### config.mk
export PLATFORM = sky130hd
export DESIGN_NAME = rca_result_stage
export DESIGN_NICKNAME = d
export VERILOG_FILES = /design/src/rtl/rca_result_stage.sv
export SDC_FILE = /design/constraint.sdc
export NUM_CORES = 1
export LEC_CHECK = 0
export CORE_AREA = 2 2 121 123
export CTS_CLUSTER_DIAMETER = 100
export DETAILED_ROUTE_END_ITERATION = 8
export DIE_AREA = 0 0 123 125
export MAX_ROUTING_LAYER = met4
export SETUP_SLACK_MARGIN = 0.15
export SLEW_MARGIN = 20
export SYNTH_ARGS = -nofsm -noshare
export SYNTH_HDL_FRONTEND = slang
export SYNTH_SLANG_ARGS = --single-unit
### constraint.sdc
create_clock -name clk -period 2.8 [get_ports clk]
set_input_delay 0.84 -clock clk [delete_from_list [all_inputs] [get_ports clk]]
set_output_delay 0.84 -clock clk [all_outputs]
set_load 0.01 [all_outputs]
### src/rtl/rca_result_stage.sv
// Result register stage for a ripple-carry adder: a 2-entry FIFO of sum, carry and status flags.
// Optional self-check of the adder result is enabled by defining RCA_RESULT_CHECK_EN.
module rca_result_stage #(
  parameter int WIDTH = 32
) (
  input  logic             clk,
  input  logic             rst_n,
  input  logic             in_valid,
  output logic             in_ready,
  input  logic [WIDTH-1:0] in_a,
  input  logic [WIDTH-1:0] in_b,
  input  logic             in_cin,
  input  logic [WIDTH-1:0] in_sum,
  input  logic             in_cout,
  output logic             out_valid,
  input  logic             out_ready,
  output logic [WIDTH-1:0] out_sum,
  output logic             out_cout,
  output logic             out_zero,
  output logic             out_neg,
  output logic             out_ovf,
  output logic [15:0]      out_cnt,
  output logic             chk_err
);

  typedef enum logic [1:0] {EMPTY, ONE, FULL} state_t;

  typedef struct packed {
    logic [WIDTH-1:0] sum;
    logic             cout;
    logic             zero;
    logic             neg;
    logic             ovf;
  } entry_t;

  state_t      state_reg, state_next;
  logic        wr_ptr_reg, rd_ptr_reg;
  logic [15:0] cnt_reg;
  logic        push, pop;
  entry_t      new_entry;
  entry_t      head;

  assign in_ready  = (state_reg != FULL);
  assign out_valid = (state_reg != EMPTY);
  assign push      = in_valid && in_ready;
  assign pop       = out_valid && out_ready;

  always_comb begin
    new_entry      = '0;
    new_entry.sum  = in_sum;
    new_entry.cout = in_cout;
    new_entry.zero = (in_sum == '0);
    new_entry.neg  = in_sum[WIDTH-1];
    new_entry.ovf  = (in_a[WIDTH-1] == in_b[WIDTH-1]) && (in_sum[WIDTH-1] != in_a[WIDTH-1]);
  end

  always_ff @(posedge clk or negedge rst_n) begin
    if (!rst_n) state_reg <= EMPTY;
    else        state_reg <= state_next;
  end

  always_comb begin
    state_next = state_reg;
    case (state_reg)
      EMPTY: if (push) state_next = ONE;
      ONE: begin
        if (push && !pop)      state_next = FULL;
        else if (pop && !push) state_next = EMPTY;
      end
      FULL:    if (pop) state_next = ONE;
      default: state_next = EMPTY;
    endcase
  end

  // Each slot is its own register so reset can clear it and out_* read zero afterwards.
  for (genvar gi = 0; gi < 2; gi++) begin : g_slot
    entry_t entry_reg;
    always_ff @(posedge clk or negedge rst_n) begin
      if (!rst_n)                                entry_reg <= '0;
      else if (push && (wr_ptr_reg == (gi != 0))) entry_reg <= new_entry;
    end
  end

  always_ff @(posedge clk or negedge rst_n) begin
    if (!rst_n) begin
      wr_ptr_reg <= 1'b0;
      rd_ptr_reg <= 1'b0;
      cnt_reg    <= 16'h0000;
    end else begin
      if (push) wr_ptr_reg <= ~wr_ptr_reg;
      if (pop) begin
        rd_ptr_reg <= ~rd_ptr_reg;
        cnt_reg    <= cnt_reg + 16'h0001;
      end
    end
  end

  assign head     = rd_ptr_reg ? g_slot[1].entry_reg : g_slot[0].entry_reg;
  assign out_sum  = head.sum;
  assign out_cout = head.cout;
  assign out_zero = head.zero;
  assign out_neg  = head.neg;
  assign out_ovf  = head.ovf;
  assign out_cnt  = cnt_reg;

`ifdef RCA_RESULT_CHECK_EN
  logic [WIDTH:0] ref_sum;
  logic           chk_err_reg;

  assign ref_sum = {1'b0, in_a} + {1'b0, in_b} + {{WIDTH{1'b0}}, in_cin};

  always_ff @(posedge clk or negedge rst_n) begin
    if (!rst_n)                                      chk_err_reg <= 1'b0;
    else if (push && (ref_sum != {in_cout, in_sum})) chk_err_reg <= 1'b1;
  end

  assign chk_err = chk_err_reg;
`else
  logic unused_cin;
  assign unused_cin = in_cin;
  assign chk_err    = 1'b0;
`endif

endmodule

==> results.toml <==
[hold_path]
hp-class = "in2async"

[clock_network]
ctsHoldBuffers = 0
clk_pin_slew_ns = 0.06
cts_sinks = 90
cts_buffer_depth = 2
numCtsBuffers = 9
cts_max_level = 3
clk_latency_ns = 0.34
cts_root_buf = "clkbuf_16"
cts_tree = "done"

[drt]
wl_um = 9410
vias_per_cell = 4.65
drc = 0
dr.pass1.iters = 4
vias = 2669
routedWlPerCell_um = 16.4
postRouteAntennaNets = 0
drtIter0Drc = 85

[pwr]
power_per_cell_area_nw_per_um2 = 1110
finalPower_mw = 6.23
vdd.ir_drop.worst_mv = 0.451
leakage_nw = 2.44

[timing]
finalSetupTns_ns = 0
drv_slew = 0
setup_violations = 0
fmax_ghz = 0.396
holdWs_ns = 0.354
finalCriticalPeriod_ns = 2.52
period_share = 0.901
hold_viol_final = 0
slew_headroom = 0.593
rsz0062_at_grt = "false"
fin_skew_ns = 0.00286
worst_pin_slew_ns = 0.610

[critical_path]
path_common_cell = "buf_12"
critPathTopFamily = "buffers and inverters"
crit_fanout = 16
start_kind = "flop"
worst-path-buf-inv = 3
crit_required_ns = 1.96
cp_slowest_cell = "dfrtp_2"
criticalPathCategory = "reg2out"
crit_path_end_kind = "output port"
cp_cell_sequence = "buf_12 > buf_12 > mux2_2 > dlygate4sd2_1"
cpPeakStageDelay_ns = 0.42
arrival_ns = 1.68

[synthesis]
synth_area_um2 = 4170
async_flop_share = 1.00
avgSynthCellArea_um2 = 14.6
synth_area_leaders = "dfrtp_1 (54%), mux2_2 (21%), mux2_4 (10%)"
synth_nets = 390
yosysMostFrequentCell = "dfrtp_1"
synth_edf_count = 0
synth_top_area_frac = 0.540
syn_inst = 286
yosysUniqueCellTypes = 35
ys_ff_latch = 90
post-synth-top-area-cell = "dfrtp_1"
ys_seq_area_frac = 0.540
synth_common_cells = "dfrtp_1 (90), mux2_2 (76), mux2_4 (28)"
synthFlopType = "dfrtp_1"
ys_warn_count = 0

[place]
io_buffers = 92
gp_congestion = 0.744
dp_hpwl_um = 6140

[finish]
largest_reg_flops = 70
multiInputGateArea_um2 = 1780
areaGrowthSynthToFinish_pct = 34.8
regArea_um2 = 2250
layout-drive-gt1-share = 0.351
num-nets-final = 490
nFillCells = 1363
fin_util = 0.396
num_antenna_cells = 0

[grt]
grt_pass1_vias = 2946
antenna_found_initial = 0
overflow = 0
global_route.usage.total = 0.137
grt_pass1_wl_um = 15500
grt_max_degree = 48

[floorplan]
chipWidth_um = 123
start_util = 0.294
die_y_um = 125
rows = 44
ioPinCount = 157
core_area_um2 = 14200
die_area_um2 = 15400

[status]
status = "finished clean"

[job]
drv_cap = 0
==> final cells by class <==
| type | instances | share of cell area |
|---|---|---|
| Multi-Input combinational cell | 179 | 0.317 |
| Timing Repair Buffer | 103 | 0.188 |
| Clock buffer | 14 | 0.0505 |
| Tap cell | 184 | 0.0409 |
| Inverter | 3 | 0.00200 |
| Sequential cell | 90 | 0.401 |
| Clock inverter | 1 | 0.00133 |
==> cell families (layout without fill, tap and decap cells) <==
kind of cell               Yosys count  in the layout  synth area share
DFF                                 90             90             0.540
xor gates and xnor gates            17             17            0.0357
and+or+nand+nor                     47             47            0.0645
buffers and inverters               17            121            0.0336
adders and majority gates            2              2           0.00600
AOI/OAI and AO/OA                    7              7            0.0111
other                                1              1          0.000899
muxes                              105            105             0.308
==> layout by cell type (no fill, tap or decap), drive strengths merged, types with 2 or more instances in the layout <==
master	synthesis	layout
mux2	104	104
dfrtp	90	90
clkdlybuf4s50	0	55
dlygate4sd2	0	31
clkbuf	0	14
xnor2	13	13
buf	14	12
nand2	10	10
nor4	9	9
nor2	7	7
nand3	6	6
nand4	5	5
dlymetal6s2s	0	5
xor2	4	4
inv	3	3
or2	2	2
nor3	2	2
a21oi	2	2
ha	2	2
o21ai	2	2
==> where the power goes <==
group	leakage (nW)	switching (mW)	internal [mW]
registers	1.09	0.342	1.88
logic	1.21	1.09	1.75
clock network	0.141	0.471	0.694
total	2.44	1.91	4.33
==> path summary, 6_finish.rpt <==
check	start	to	slack, ns	cells past startpoint
max in group asynchronous	rst_n	g_slot[1].entry_reg[25]$_DFFE_PN0P_	1.80	2
setup reg to reg	state_reg[0]$_DFFE_PN0P_	g_slot[1].entry_reg[25]$_DFFE_PN0P_	0.96	3
min in group clk	out_cnt[13]$_DFFE_PN0P_	out_cnt[13]$_DFFE_PN0P_	0.50	1
setup / recovery	rd_ptr_reg$_DFFE_PN0P_	out_sum[15]	0.28	4
hold reg to reg	out_cnt[13]$_DFFE_PN0P_	out_cnt[13]$_DFFE_PN0P_	0.50	1
hold / removal	rst_n	out_cnt[5]$_DFFE_PN0P_	0.35	1
==> routing by layer <==
metal	wire length [µm]	GRT usage	vias up
met5	0	-	-
met4	162	0.0575	0
met3	465	0.0328	12
met2	4580	0.206	75
met1	4200	0.175	1360
li1	-	-	1222
==> stage by stage <==
| stage | std cells | worst slack [ns] | cell area [µm²] |
|---|---|---|---|
| floorplan | 286 | 0.726 | 4170 |
| global placement | 553 | 0.265 | 5270 |
| detailed placement | 553 | 0.199 | 5270 |
| CTS | 574 | 0.0916 | 5610 |
| global route | 574 | 0.185 | 5620 |
| finish | 574 | 0.277 | 5620 |
==> timing repair <==
item,CTS,global route
endpoints found under the setup margin,31,5
buffers inserted,5,0
gates resized for setup,32,5
cloned,1,0
Power figures use the tool's default switching activity.
